$ cat src/rtl/frog_game_logic_pkg.sv
// Shared constants and state encoding for the frog game logic and draw datapath.
package frog_game_logic_pkg;

    typedef enum logic [1:0] {
        S_IDLE   = 2'd0,
        S_PLAY   = 2'd1,
        S_REDRAW = 2'd2,
        S_OVER   = 2'd3
    } game_state_t;

    localparam int unsigned SCREEN_W = 320;
    localparam int unsigned SCREEN_H = 240;
    localparam int unsigned SPRITE_W = 32;
    localparam int unsigned SPRITE_H = 24;

    localparam int unsigned POS_W = 9;
    localparam int unsigned CNT_W = 4;

    // Increment that holds at the ceiling instead of wrapping.
    function automatic logic [CNT_W-1:0] sat_inc(input logic [CNT_W-1:0] v,
                                                  input logic [CNT_W-1:0] ceil);
        return (v >= ceil) ? ceil : v + CNT_W'(1);
    endfunction

    // Decrement that holds at zero instead of wrapping.
    function automatic logic [CNT_W-1:0] sat_dec(input logic [CNT_W-1:0] v);
        return (v == '0) ? '0 : v - CNT_W'(1);
    endfunction

endpackage

$ cat src/rtl/frog_game_logic_key_edge_detect.sv
// Rising-edge detector for a bundle of level inputs; one history flop per bit.
module key_edge_detect #(
    parameter int unsigned W = 5
) (
    input  logic         clk,
    input  logic         reset,
    input  logic [W-1:0] level,
    output logic [W-1:0] rise
);

    logic [W-1:0] prev;

    // Remember last cycle's level so a held key only fires once.
    always_ff @(posedge clk) begin
        if (reset) prev <= '0;
        else       prev <= level;
    end

    // Rise is combinational so the move lands on the same edge the key is first seen.
    always_comb begin
        rise = level & ~prev;
    end

endmodule

$ cat src/rtl/frog_game_logic.sv
// Game-state stage: frog position, score, lives, game-over and redraw handshake.
module frog_game_logic
    import frog_game_logic_pkg::*;
#(
    parameter int unsigned STEP_X     = SPRITE_W,
    parameter int unsigned STEP_Y     = SPRITE_H,
    parameter int unsigned MAX_X      = SCREEN_W,
    parameter int unsigned MAX_Y      = SCREEN_H,
    parameter int unsigned START_X    = 144,
    parameter int unsigned START_Y    = 216,
    parameter int unsigned LIVES_INIT = 3,
    parameter int unsigned SCORE_MAX  = 9
) (
    input  logic             clk,
    input  logic             reset,
    input  logic             go,
    input  logic             up,
    input  logic             down,
    input  logic             left,
    input  logic             right,
    input  logic             hit,
    input  logic             redraw_ack,
    output logic [POS_W-1:0] frog_x,
    output logic [POS_W-1:0] frog_y,
    output logic [CNT_W-1:0] score,
    output logic [CNT_W-1:0] lives,
    output logic             game_over,
    output logic             redraw_req
);

    localparam logic [POS_W-1:0] STEP_X_P  = POS_W'(STEP_X);
    localparam logic [POS_W-1:0] STEP_Y_P  = POS_W'(STEP_Y);
    localparam logic [POS_W:0]   MAX_X_E   = (POS_W+1)'(MAX_X);
    localparam logic [POS_W:0]   MAX_Y_E   = (POS_W+1)'(MAX_Y);
    localparam logic [POS_W-1:0] START_X_P = POS_W'(START_X);
    localparam logic [POS_W-1:0] START_Y_P = POS_W'(START_Y);
    localparam logic [CNT_W-1:0] LIVES_P   = CNT_W'(LIVES_INIT);
    localparam logic [CNT_W-1:0] SCORE_P   = CNT_W'(SCORE_MAX);

    game_state_t      state, state_nxt;
    logic [POS_W-1:0] x_nxt, y_nxt;
    logic [CNT_W-1:0] score_nxt, lives_nxt;
    logic [4:0]       rise;
    logic             go_rise, up_rise, down_rise, left_rise, right_rise;

    key_edge_detect #(.W(5)) u_keys (
        .clk   (clk),
        .reset (reset),
        .level ({go, up, down, left, right}),
        .rise  (rise)
    );

    assign {go_rise, up_rise, down_rise, left_rise, right_rise} = rise;

    // State and game registers; reset overrides everything including a pending redraw.
    always_ff @(posedge clk) begin
        if (reset) begin
            state  <= S_IDLE;
            frog_x <= START_X_P;
            frog_y <= START_Y_P;
            score  <= '0;
            lives  <= LIVES_P;
        end else begin
            state  <= state_nxt;
            frog_x <= x_nxt;
            frog_y <= y_nxt;
            score  <= score_nxt;
            lives  <= lives_nxt;
        end
    end

    // Next-state, move arbitration (hit > up > down > left > right) and bounds.
    always_comb begin
        state_nxt = state;
        x_nxt     = frog_x;
        y_nxt     = frog_y;
        score_nxt = score;
        lives_nxt = lives;
        unique case (state)
            S_IDLE: begin
                if (go_rise) state_nxt = S_REDRAW;
            end
            S_PLAY: begin
                if (hit) begin
                    lives_nxt = sat_dec(lives);
                    x_nxt     = START_X_P;
                    y_nxt     = START_Y_P;
                    state_nxt = S_REDRAW;
                end else if (up_rise) begin
                    if (frog_y >= STEP_Y_P) begin
                        if (frog_y == STEP_Y_P) begin
                            // Reaching the top row scores and respawns in one step.
                            score_nxt = sat_inc(score, SCORE_P);
                            x_nxt     = START_X_P;
                            y_nxt     = START_Y_P;
                        end else begin
                            y_nxt = frog_y - STEP_Y_P;
                        end
                        state_nxt = S_REDRAW;
                    end
                end else if (down_rise) begin
                    if ({1'b0, frog_y} + {1'b0, STEP_Y_P} < MAX_Y_E) begin
                        y_nxt     = frog_y + STEP_Y_P;
                        state_nxt = S_REDRAW;
                    end
                end else if (left_rise) begin
                    if (frog_x >= STEP_X_P) begin
                        x_nxt     = frog_x - STEP_X_P;
                        state_nxt = S_REDRAW;
                    end
                end else if (right_rise) begin
                    if ({1'b0, frog_x} + {1'b0, STEP_X_P} < MAX_X_E) begin
                        x_nxt     = frog_x + STEP_X_P;
                        state_nxt = S_REDRAW;
                    end
                end
            end
            S_REDRAW: begin
                if (redraw_ack) state_nxt = (lives == '0) ? S_OVER : S_PLAY;
            end
            S_OVER: begin
                if (go_rise) begin
                    x_nxt     = START_X_P;
                    y_nxt     = START_Y_P;
                    score_nxt = '0;
                    lives_nxt = LIVES_P;
                    state_nxt = S_REDRAW;
                end
            end
            default: state_nxt = S_IDLE;
        endcase
    end

    // Status outputs decode straight from the state register.
    always_comb begin
        redraw_req = (state == S_REDRAW);
        game_over  = (state == S_OVER);
    end

endmodule

$ cat config.mk
export PLATFORM = sky130hd
export DESIGN_NAME = frog_game_logic
export DESIGN_NICKNAME = d
export VERILOG_FILES = /design/src/rtl/frog_game_logic_pkg.sv /design/src/rtl/frog_game_logic_key_edge_detect.sv /design/src/rtl/frog_game_logic.sv
export SDC_FILE = /design/constraint.sdc
export NUM_CORES = 1
export LEC_CHECK = 0
export ABC_CLOCK_PERIOD_IN_PS = 3200
export CAP_MARGIN = 20
export CORE_AREA = 2 2 83 85
export DETAILED_ROUTE_END_ITERATION = 16
export DIE_AREA = 0 0 85 87
export MAX_ROUTING_LAYER = met4
export REMOVE_ABC_BUFFERS = 1
export SLEW_MARGIN = 20
export SYNTH_ARGS = -nofsm -noshare
export SYNTH_HDL_FRONTEND = slang
export SYNTH_SLANG_ARGS = --single-unit
$ cat constraint.sdc
create_clock -name clk -period 3.2 [get_ports clk]
set_clock_uncertainty 0.05 [all_clocks]
set_input_delay 0.64 -clock clk [delete_from_list [all_inputs] [get_ports clk]]
set_output_delay 0.64 -clock clk [all_outputs]
set_load 0.005 [all_outputs]
======== Word level (Yosys, flattened, before mapping) ========
Cells that the tools add are included.
cells by class
  $add $sub $neg .......................... 8
  order comparisons ....................... 5
  eq/ne operators ......................... 24
  multiplexer cells ....................... 43
  bitwise logic cells ..................... 2
  reductions and logical operators ........ 9
operator list
  kind                    number
  $mux W9                 17
  $mux W4                 9
  $pmux W9 S2             2
  $mux W2                 12
  $ne A4 B4 Y1 const B    5
  $ne A5 B5 Y1 const B    4
  $ne A6 B6 Y1 const B    3
  $pmux W4 S2             2
  $ne A2 B2 Y1 const B    6
  $add A9 B5 Y10 const B  1
  $add A9 B6 Y10 const B  1
  $lt A10 B8 Y1 const B   1
  $lt A10 B9 Y1 const B   1
  $add A9 B5 Y9 const B   1
  $add A9 B6 Y9 const B   1
  $eq A9 B5 Y1 const B    1
  $ge A9 B5 Y1 const B    1
  $ge A9 B6 Y1 const B    1
  $sub A9 B5 Y9 const B   1
  $sub A9 B6 Y9 const B   1
  $reduce_and A8 Y1       1
  $reduce_and A7 Y1       1
  $pmux W2 S3             1
  $reduce_and A6 Y1       1
  other kinds (14)        16
storage, ports and cells
  register bits ........................... 33
  input bits .............................. 9
  output and inout bits ................... 28
  logic and storage cells ................. 97

======== Depth between registers and ports, before layout ========
Gate-level depths: netlist (run 1).
  depth after elaboration ................. 9
  depth in mapped cells ................... 8

======== Modules after synthesis ========
From an unflattened synthesis (run 1), not the netlist that was laid out.
unflattened totals
  cell total of the unflattened synthesis .. 238
  area total of the unflattened synthesis .. 1918.1 sq um
by module, submodules not included
  module           times used  cells each  area an instance (sq um)
  frog_game_logic  1           223         1755.4
  key_edge_detect  1           15          162.7

======== Worst setup path after synthesis (run 1) ========
OpenSTA, ideal clock, no wires.
  path type ............................... input port to flip-flop
  from .................................... input left
  to ...................................... register frog_x[4]
  setup time .............................. 0.127 ns
  data arrival time ....................... 2.127 ns
  setup slack ............................. 0.896 ns
  cell stages on the path ................. 7
  buffers on the path ..................... 1
  path through ............................ nor2b_4 -> buf_6 -> or3_4 -> o311ai_4 -> a2bb2oi_4 -> a21oi_1 -> or3_1
between the ends
  longest elaborated chain between the ends .. 6
ends and longest elaborated chain
  item                  line                                   text
  from (decl)           frog_game_logic.sv:19                  input logic left,
  $and A5 B5 Y5 *       frog_game_logic_key_edge_detect.sv:21  rise = level & ~prev;
  $mux W9               frog_game_logic.sv:106                 end else if (left_rise) begin
  $mux W9               frog_game_logic.sv:101                 end else if (down_rise) begin
  $mux W9               frog_game_logic.sv:89                  end else if (up_rise) begin
  $mux W9               frog_game_logic.sv:84                  if (hit) begin
  $pmux W9 S2           frog_game_logic.sv:79                  unique case (state)
  to (signal assigned)  frog_game_logic.sv:65                  frog_x <= x_nxt;
  to (decl)             frog_game_logic.sv:23                  output logic [POS_W-1:0] frog_x,
Mark *: on every way between the ends. The rest lies on a longest branch, timed or not. The select of a mux whose other input is x is not followed.
A chain may end at the register's enable or synchronous reset.

======== Final worst setup path (run 1) ========
  from .................................... input hit
  to ...................................... register state[1]
between the ends
  longest elaborated chain between the ends .. 2
ends and longest elaborated chain
  item                                                        line                   text
  from (decl)                                                 frog_game_logic.sv:21  input logic hit,
  $ne A6 B6 Y1 (no line) (tied with other cells)              n/a
  $reduce_and A7 Y1 (no line) or $pmux W2 S3 (tied branches)  n/a
  to (signal assigned)                                        frog_game_logic.sv:64  state <= state_nxt;
  to (decl)                                                   frog_game_logic.sv:40  game_state_t state, state_nxt;
Parallel ways exist; a longest one is shown, timed or not.

==> results of run 1 <==
-- area by class of cell --
class                           instances  area [um^2]  area share [%]
Multi-Input combinational cell        181         1250            54.2
Sequential cell                        26          520            22.6
Timing Repair Buffer                   33          320            13.9
Tap cell                               80          100            4.34
Inverter                               12         45.0            1.95
Clock buffer                            3         41.3            1.79
Clock inverter                          1         30.0            1.30
-- worst max path at each step --
stage          cells past startpoint        end      start  slack, ns
2_1_floorplan                      8  frog_x[4]  frog_x[5]       0.91
3_3_place_gp                       6  frog_x[4]        hit       0.43
3_5_place_dp                       6  frog_x[4]        hit       0.42
4_1_cts                            6  frog_x[4]        hit       0.72
5_1_grt                            8  frog_x[4]  frog_x[5]       0.60
6_report                           7   state[1]        hit       0.72
-- cells by family (layout without fill, tap and decap cells) --
family          after synthesis  after routing  synth area share, %
compound gates               56             56                 23.6
xor+xnor                      3              3                 1.39
fa+ha+maj                    11             11                 7.26
buf+inv                      29             49                 7.79
flops                        26             26                 27.5
mux                           6              6                 3.30
other cells                   1              7                0.198
simple gates                 98             98                 29.0
-- power by group through the flow --
stage | Combinational (mW) | Clock [mW] | Sequential, mW
after detailed placement | 0.363 | 0 | 0.400
after global placement | 0.357 | 0 | 0.398
after CTS | 0.366 | 0.290 | 0.393
final | 0.365 | 0.282 | 0.393
after global routing | 0.405 | 0.303 | 0.399
after floorplan | 0.247 | 0 | 0.391
-- metrics by stage --
step,worst slack [ns],std cells,hold WS (ns)
final,0.721,336,0.456
after floorplan,0.911,219,0.405
after detailed placement,0.424,332,0.424
after CTS,0.716,336,0.457
after global routing,0.602,336,0.496
after global placement,0.426,332,0.428
-- flip-flops by register name (all words and copies together) (netlist names) --
register / cells
frog_y: 6
score: 4
frog_x: 5
u_keys.prev: 5
state: 2
lives: 4
-- placed cells by master, fill, tap and decap left out, drive strengths merged, types with 3 or more instances in the layout --
cell	n
and3	5
buf	4
or2	3
clkbuf	3
o211ai	3
nor3	5
nor2	17
mux2i	4
or3	4
conb	7
o32ai	3
nor2b	13
a211o	3
ha	11
dfxtp	26
nor4b	3
nand2	22
inv	12
a21oi	11
a31oi	3
nand2b	7
o21ai	12
clkdlybuf4s50	29
nand3	8
-- layer usage --
metal  wire [um]  global-route usage (%)
met5           0                       -
met4          11                    1.73
met3         181                    2.65
met2        2110                    20.7
met1        2100                    16.0
-- synthesized netlist by cell type (2+ instances only) --
cell / n / area, um^2
inv_1: 11 / 41.3
mux2_2: 2 / 22.5
or2_2: 2 / 12.5
nor2b_1: 11 / 68.8
nor3b_1: 2 / 15.0
nand2b_1: 7 / 43.8
nor4b_1: 3 / 26.3
a2111oi_0: 2 / 17.5
a21oi_1: 11 / 55.1
o21ai_0: 6 / 30.0
clkbuf_1: 5 / 18.8
a31oi_1: 2 / 12.5
a211o_1: 2 / 17.5
nand4b_1: 2 / 17.5
and3_1: 5 / 31.3
or3_1: 3 / 18.8
nand3_1: 8 / 40.0
nand3b_1: 2 / 15.0
o211ai_1: 3 / 22.5
nand2_1: 22 / 82.6
xnor2_1: 2 / 17.5
o32ai_1: 3 / 26.3
ha_1: 11 / 138
dfxtp_1: 26 / 521
buf_2: 4 / 20.0
a41oi_1: 2 / 17.5
o21a_1: 2 / 15.0
o21ai_1: 6 / 30.0
nor3_1: 5 / 25.0
buf_4: 7 / 52.6
nor2_1: 17 / 63.8
mux2i_1: 4 / 40.0
==> implementation parameters, run 1 <==
Parameter                              Value

Outcome
  Result of the run    finished, final reports clean

Yosys
  Primary FF master, synth    dfxtp_1
  Number of synthesized flops with an enable pin    0
  Flip-flop and latch count after synthesis    26
  Post-synth cell types    62
  Synth Area per Inst    8.24 um^2
  Post-Synthesis Cells    230
  Post-synthesis sequential area ratio    27.5%
  Yosys Warn Count    0
  Share of synthesized flip-flops with an asynchronous set or reset    0%
  Cell area after technology mapping    0.00190 mm^2

Clock tree
  Setup Buffers After CTS    0
  TritonCTS clock tree    built
  Maximum root-to-sink buffer count    2
  Clock slew at the register clock pins of the worst setup and hold paths    0.10 ns
  Hold Buf Count CTS    0
  Root Buffer Master    clkbuf_8
  H-tree level count    1
  Count of instances resized after the clock tree is built    0
  Number of buffers added by the clock tree synthesis step    3
  Number of sinks driven by the clock tree    26
  Clock network latency to the later pin of the worst-skew pair    0.28 ns

Route
  Final routed DRC violation total    0
  Vias    1,713
  First-iteration detailed-routing DRC count    51
  Via/cell ratio    5.10
  DR pass1 iterations    4
  Post-detailed-route wirelength per cell    13.1 um
  Post-DRT Antenna Nets    0
  Wire length reported by the detailed router    4410 um

Worst setup path
  Reg2Reg Capture Point    frog_x[4]
  Count of buffering cells on the critical path with inverters included    1
  Cell type group with the largest total delay on the critical path    compound AO/OA/AOI/OAI gates
  CP required    3.35 ns
  Worst Setup Start Kind    primary input
  Critical Path Max Stage Delay    0.63 ns
  Reg-to-reg startpoint    frog_x[5]
  Reg2Reg Setup Slack    0.74 ns
  Endpoint type of the worst setup path    flip-flop
  Maximum fanout count along the critical path    9
  Cells along the critical path    clkdlybuf4s50_1, and2b_1, nand4b_1, o311ai_0, a311oi_2, nor2_1, a311oi_1
  CP Data Arrival Time    2.63 ns
  Critical path's slowest cell    clkdlybuf4s50_1
  Critical path start-end classification    in -> reg
  Worst reg2reg path depth    8

Placed design
  Number of buffer cells added on primary ports    29
  Routability congestion estimate from global placement    0.872
  Dpl cell area    0.00224 mm^2
  Detailed Place HPWL    3260 um

Hold path
  Worst hold-check path type    reg -> reg
  Worst hold stages    1
  Min-delay src    frog_x[4]
  Worst hold path endpoint    frog_x[4]

Global routing
  GRT overflow    0
  GRT Util Overall    12.5%
  Pin count of the biggest net entering global routing    18
  First-pass GRT wire length    7480 um
  Number of global-route vias before repair    1,581
  Antenna violations before repair    0

Power and ir drop
  Sequential power share    37.8%
  Peak supply drop    0.235 mV
  Gate power share    35.1%
  Internal power consumption    0.692 mW
  Cell area power density    451 mW/mm^2
  Switching part of the total    33.4%
  Switching Power    0.348 mW
  Pwr Total    1.04 mW
  Clock Power Share    27.1%
  Leak pwr    0.835 nW

STA
  Worst-case headroom to the max-slew limit    61.0%
  Slew at the pin closest to its max-slew limit    0.583 ns
  Final clock period utilization by the worst path    77.5%
  Final Hold Violating Endpoints    0
  Summed negative setup slack over all endpoints    0 ns
  RSZ-0062 raised after global routing    false
  Number of pins with negative max-slew slack in the final report    0
  Fmax    403 MHz
  Final min period    2.48 ns
  # setup viols final    0

Finish
  Final #Nets    277
  Layout cell share with drive strength beyond 1    8.98%
  Synthesis-to-finish area growth    21.7%
  Final core utilization    35.1%
  Number of fill cells    692
  Final design area excluding fillers    0.00231 mm^2
  Final antenna diode count    0

Floorplan
  DIE AREA    0.00740 mm^2
  Initial Utilization    28.9%
  Top-level port count    37
  Placement row count    30
  Core ar.    0.00657 mm^2
  Die boundary height    87 um
  Horizontal extent of the die    85 um

Flow run
  Max-cap violation count    0
No activity file was read; power rests on OpenSTA's default activity.
==> inputs of run 2 (changes only) <==
--- a/config.mk
+++ b/config.mk
@@ -5,7 +5,7 @@
 export SDC_FILE = /design/constraint.sdc
 export NUM_CORES = 1
 export LEC_CHECK = 0
-export ABC_CLOCK_PERIOD_IN_PS = 3200
+export ABC_CLOCK_PERIOD_IN_PS = 2100
 export CAP_MARGIN = 20
 export CORE_AREA = 2 2 83 85
 export DETAILED_ROUTE_END_ITERATION = 16
==> constraint.sdc (replaced) <==
create_clock -name clk -period 2.1 [get_ports clk]
set_clock_uncertainty 0.05 [all_clocks]
set_input_delay 0.42 -clock clk [delete_from_list [all_inputs] [get_ports clk]]
set_output_delay 0.42 -clock clk [all_outputs]
set_load 0.005 [all_outputs]
==> run 2 against run 1 <==
The flow now finishes with violations (setup timing). Clock-buffer cell count is the same. Critical path type unchanged. Power grew 72%. Sequential power grew 50%. Flip-flop and latch count is the same. Hold slack lost 0.11 ns. Utilization grew 7.2 points. Global-route usage grew 1.1 points. Wire length grew 8.3%. Final area grew 20%.
==> implementation parameters, run 2 (same netlist as run 1, synthesis figures left out) <==
Parameter                              Value

STA
  Slew at the pin closest to its max-slew limit    0.563 ns (-0.0201 ns)
  Final Hold Violating Endpoints    0 (unchanged)
  Smallest hold slack    0.344 ns (-0.111 ns)
  Worst-case headroom to the max-slew limit    61.5% (+0.49 points)
  RSZ-0062 raised after global routing    true
  Fmax    474 MHz
  Final clock period utilization by the worst path    100%
  Number of pins with negative max-slew slack in the final report    0 (unchanged)
  # setup viols final    2 (+2)
  Final min period    2.11 ns
  Smallest setup slack after layout    -0.00946 ns (-0.731 ns)

Placed design
  Detailed Place HPWL    3730 um (+14%)
  Dpl cell area    0.00256 mm^2 (+14%)
  Routability congestion estimate from global placement    0.836 (-4.1%)
  Number of buffer cells added on primary ports    29 (unchanged)

Worst setup path
  Reg-to-reg startpoint    frog_x[5]
  Critical path start-end classification    in -> reg
  Reg2Reg Capture Point    frog_x[7]
  CP Data Arrival Time    2.22 ns (-0.41 ns)
  Endpoint type of the worst setup path    flip-flop
  CP required    2.21 ns (-1.14 ns)
  Worst Setup Start Kind    primary input
  Worst reg2reg path depth    8 (unchanged)
  Reg2Reg Setup Slack    0.01 ns (-0.73 ns)
  Maximum fanout count along the critical path    4 (-5)

Floorplan
  Initial Utilization    28.9% (unchanged)
  Horizontal extent of the die    85 um (unchanged)
  DIE AREA    0.00740 mm^2 (unchanged)
  Placement row count    30 (unchanged)
  Die boundary height    87 um (unchanged)
  Core ar.    0.00657 mm^2 (unchanged)
  Top-level port count    37 (unchanged)

Finish
  Final #Nets    321 (+16%)
  Biggest registers after layout    frog_y x6, frog_x x5, u_keys.prev x5
  Synthesis-to-finish area growth    46.5%
  Final design area excluding fillers    0.00278 mm^2 (+20%)
  Most used cells in the layout excluding fill and tap cells    46 x buf_4, 27 x clkdlybuf4s50_1, 21 x nand2_1, 19 x dfxtp_1, 16 x nor2_1
  Max reg flops    6 (unchanged)
  Number of fill cells    666 (-3.8%)
  Most flop-heavy register    frog_y
  Layout cell share with drive strength beyond 1    31.3% (+22 points)
  Multi-input logic area    0.00137 mm^2 (+9.5%)
  Most frequent standard cell in the layout excluding fill and tap cells    buf_4
  Final antenna diode count    0 (unchanged)
  Storage element area    529 um^2 (+1.7%)

Hold path
  Worst hold-check path type    in -> reg
  Worst hold path endpoint    u_keys.prev[4]
  Min-delay src    go
  Worst hold stages    2 (+1)

Global routing
  Number of global-route vias before repair    1,797 (+14%)
  Antenna violations before repair    0 (unchanged)
  Pin count of the biggest net entering global routing    20 (+2)
  GRT Util Overall    13.6% (+1.1 points)
  First-pass GRT wire length    8210 um (+9.8%)
  GRT overflow    0 (unchanged)

Route
  Final routed DRC violation total    0 (unchanged)
  Wire length reported by the detailed router    4780 um (+8.3%)
  Post-detailed-route wirelength per cell    12.6 um (-4.3%)
  DR pass1 iterations    4 (unchanged)
  First-iteration detailed-routing DRC count    52 (+2.0%)
  Post-DRT Antenna Nets    0 (unchanged)
  Vias    1,897 (+11%)
  Via/cell ratio    4.99 (-2.1%)

Power and ir drop
  Cell area power density    643 mW/mm^2 (+43%)
  Leak pwr    1.08 nW (+30%)
  Peak supply drop    0.369 mV (+57%)

Flow run
  Max-cap violation count    0 (unchanged)

Clock tree
  Hold Buf Count CTS    0 (unchanged)
  Number of sinks driven by the clock tree    26 (unchanged)
  Clock slew at the register clock pins of the worst setup and hold paths    0.10 ns (about the same)
  Clock network latency to the later pin of the worst-skew pair    0.27 ns (about the same)
  Number of buffers added by the clock tree synthesis step    3 (unchanged)
  Root Buffer Master    clkbuf_8
  H-tree level count    1 (unchanged)
  Maximum root-to-sink buffer count    2 (unchanged)
  TritonCTS clock tree    built

Outcome
  Violated checks    setup timing
  Result of the run    finished, violations left
run 2: repair_timing:
item	4_1_cts	5_1_grt
gates resized for setup	7	31
hold endpoints to repair	0	0
endpoints found under the setup margin	7	14
pin swaps	3	9
gates cloned	0	0
buffers inserted	0	1
run 2: layout make-up:
class	count	area share, %
Multi-Input combinational cell	181	49.3
Timing Repair Buffer	77	23.9
Clock buffer	3	1.49
Sequential cell	26	19.1
Tap cell	80	3.60
Clock inverter	1	1.08
Inverter	12	1.62
run 2: worst max-delay path by stage:
| stage | start | end | slack [ns] | cells past startpoint |
|---|---|---|---|---|
| floorplan | frog_x[5] | frog_x[4] | -0.19 | 8 |
| global placement | left | frog_x[4] | -0.30 | 7 |
| detailed placement | left | frog_x[4] | -0.31 | 7 |
| CTS | up | frog_x[6] | 0.002 | 10 |
| global route | frog_x[5] | frog_x[7] | -0.07 | 8 |
| finish | left | frog_x[7] | -0.009 | 7 |
run 2: layer usage:
layer	track usage, %	vias to the layer above	share of wire (%)
li1	-	953	-
met1	17.8	892	48
met2	21.9	46	47
met3	2.56	6	4.2
met4	2.74	0	1.1
met5	-	-	0
run 2: critical path: stages:
cell and delay [ns]:
clkdlybuf4s50_1 0.41, nor2b_4 0.13, or3_4 0.37, o311ai_4 0.33, a2bb2oi_4 0.23, nor2_1 0.07
o32a_1 0.27
run 2: power by group:
part	total (mW)	switching, mW	internal [mW]
Clock	0.423	0.168	0.255
Sequential	0.589	0.0503	0.538
Combinational	0.775	0.359	0.415
run 2: stage by stage:
step                      instances  utilization (%)  power [mW]  setup WS (ns)  TNS (ns)
final                           380             42.3        1.79       -0.00946   -0.0145
after global routing            380             42.3        1.91        -0.0666    -0.257
after CTS                       379             40.5        1.74        0.00211         0
after detailed placement        375             39.0        1.29         -0.312     -3.52
after global placement          375             39.0        1.28         -0.297     -3.58
after floorplan                 219                -       0.971         -0.189    -0.534
==> inputs of run 3 (changes only) <==
--- a/config.mk
+++ b/config.mk
@@ -11,6 +11,7 @@
 export DETAILED_ROUTE_END_ITERATION = 16
 export DIE_AREA = 0 0 85 87
 export MAX_ROUTING_LAYER = met4
+export PLACE_DENSITY = 0.52
 export REMOVE_ABC_BUFFERS = 1
 export SLEW_MARGIN = 20
 export SYNTH_ARGS = -nofsm -noshare
==> run 3 against run 2 <==
The flow now finishes without violations. Combinational power is 3.6% lower. Largest cell class unchanged. Clock-buffer cell count is 1 higher. Highest routed layer unchanged. Utilization is 1.3 points lower. Global-route usage is 0.21 points lower.
==> implementation parameters, run 3 (same netlist as run 1, synthesis figures left out) <==
Parameter                              Value

STA
  Final min period    2.08 ns (-0.0263 ns)
  # setup viols final    0 (-2)
  Fmax    480 MHz (+1.3%)
  Final Hold Violating Endpoints    0 (unchanged)
  Smallest hold slack    0.453 ns (+0.108 ns)
  RSZ-0062 raised after global routing    true
  Final clock period utilization by the worst path    99.2% (-1.3 points)
  Summed negative setup slack over all endpoints    0 ns (+0.0145 ns)
  Number of pins with negative max-slew slack in the final report    0 (unchanged)

Clock tree
  H-tree level count    1 (unchanged)
  Maximum root-to-sink buffer count    2 (unchanged)
  Number of sinks driven by the clock tree    26 (unchanged)
  TritonCTS clock tree    built
  Hold Buf Count CTS    0 (unchanged)
  Root Buffer Master    clkbuf_8
  Clock slew at the register clock pins of the worst setup and hold paths    0.09 ns (about the same)
  Number of buffers added by the clock tree synthesis step    3 (unchanged)
  Setup Buffers After CTS    0 (unchanged)
  Clock network latency to the later pin of the worst-skew pair    0.27 ns (about the same)

Finish
  Final antenna diode count    0 (unchanged)
  Most flop-heavy register    frog_y
  Layout cell share with drive strength beyond 1    27.5% (-3.9 points)
  Final #Nets    316 (-1.6%)
  Final core utilization    41.0% (-1.3 points)
  Max reg flops    6 (unchanged)
  Final std cells w/o fill    375 (-1.3%)
  Most used cells in the layout excluding fill and tap cells    42 x buf_4, 28 x clkdlybuf4s50_1, 22 x nand2_1, 22 x dfxtp_1, 17 x nor2_1
  Biggest registers after layout    frog_y x6, frog_x x5, u_keys.prev x5
  Most frequent standard cell in the layout excluding fill and tap cells    buf_4
  Synthesis-to-finish area growth    42.0%

Worst setup path
  Reg-to-reg startpoint    frog_x[5]
  Critical path's slowest cell    clkdlybuf4s50_1
  Endpoint type of the worst setup path    flip-flop
  Worst reg2reg path depth    8 (unchanged)
  Reg2Reg Setup Slack    0.02 ns (about the same)
  Critical path start-end classification    in -> reg
  CP required    2.21 ns (about the same)
  CP Launch Point    hit
  Destination of the critical timing path    frog_x[4]
  Worst Setup Start Kind    primary input
  Reg2Reg Capture Point    frog_x[4]
  Critical Path Max Stage Delay    0.48 ns (+0.07 ns)
  Maximum fanout count along the critical path    4 (unchanged)
  Cells along the critical path    clkdlybuf4s50_1, or3_4, o311ai_4, a2bb2oi_4, a21oi_1, or3_1
  CP Data Arrival Time    2.20 ns (-0.02 ns)

Global routing
  GRT overflow    0 (unchanged)
  GRT Util Overall    13.4% (-0.21 points)
  Antenna violations before repair    0 (unchanged)
  Number of global-route vias before repair    1,686 (-6.2%)
  Pin count of the biggest net entering global routing    19 (-5.0%)
  First-pass GRT wire length    7930 um (-3.4%)

Floorplan
  Top-level port count    37 (unchanged)
  Horizontal extent of the die    85 um (unchanged)
  Die boundary height    87 um (unchanged)
  Core ar.    0.00657 mm^2 (unchanged)
  Initial Utilization    28.9% (unchanged)
  Placement row count    30 (unchanged)
  DIE AREA    0.00740 mm^2 (unchanged)

Hold path
  Worst hold-check path type    reg -> reg

Route
  DR pass1 iterations    4 (unchanged)
  Post-DRT Antenna Nets    0 (unchanged)
  Post-detailed-route wirelength per cell    12.7 um (+1.2%)
  Final routed DRC violation total    0 (unchanged)
  First-iteration detailed-routing DRC count    49 (-5.8%)
  Vias    1,811 (-4.5%)
  Via/cell ratio    4.83 (-3.3%)
  Wire length reported by the detailed router    4770 um (about the same)

Power and ir drop
  Peak supply drop    0.432 mV (+17%)
  Cell area power density    617 mW/mm^2 (-4.1%)
  Leak pwr    1.03 nW (-4.7%)

Outcome
  Result of the run    finished, final reports clean

Placed design
  Placed insts    371 (-1.1%)
  Routability congestion estimate from global placement    0.859 (+2.8%)
  Detailed Place HPWL    3630 um (-2.5%)
  Number of buffer cells added on primary ports    29 (unchanged)

Flow run
  Max-cap violation count    0 (unchanged)
run 3: metrics by stage:
step	total power [mW]	area [um^2]	setup slack (ns)
global placement	1.28	2530	-0.291
global route	1.79	2690	-0.0431
finish	1.66	2690	0.0168
floorplan	0.971	1820	-0.189
detailed placement	1.29	2530	-0.352
CTS	1.66	2640	0.00269
run 3: critical path: cells and delay by family:
kind	cells	cell delay, ns
buffers and inverters	1	0.48
AOI/OAI and AO/OA	3	0.58
and+or+nand+nor	2	0.71
run 3: layer usage:
| metal | part of all wire (%) | GRT usage, % | vias up |
|---|---|---|---|
| met5 | 0 | - | - |
| met4 | 0.63 | 3.32 | 0 |
| met3 | 2.6 | 2.27 | 2 |
| met2 | 49 | 22.0 | 29 |
| met1 | 48 | 17.1 | 838 |
| li1 | - | - | 942 |
run 3: what timing repair did:
item                                    4_1_cts  5_1_grt
pin swaps                                     3        8
endpoints found under the setup margin        7       16
resized for setup                            13       14
run 3: worst min path at each step:
stage / start / end / slack (ns) / depth (start not counted)
floorplan: frog_x[4] / frog_x[4] / 0.41 / 1
global placement: frog_x[4] / frog_x[4] / 0.44 / 1
detailed placement: frog_x[4] / frog_x[4] / 0.43 / 1
CTS: frog_x[4] / frog_x[4] / 0.46 / 1
global route: left / u_keys.prev[1] / 0.49 / 2
finish: frog_x[4] / frog_x[4] / 0.45 / 1
run 3: layout make-up:
class,count,area [um^2]
Inverter,12,45.0
Sequential cell,26,526
Clock buffer,4,55.1
Tap cell,80,100
Fill cell,667,3880
Multi-Input combinational cell,181,1350
Timing Repair Buffer,72,616
run 3: where the power goes:
part	leakage, nW	internal [mW]	total [mW]	switching [mW]
clock network	0.0288	0.168	0.329	0.161
registers	0.213	0.536	0.585	0.0490
logic	0.791	0.397	0.747	0.349
total	1.03	1.10	1.66	0.560
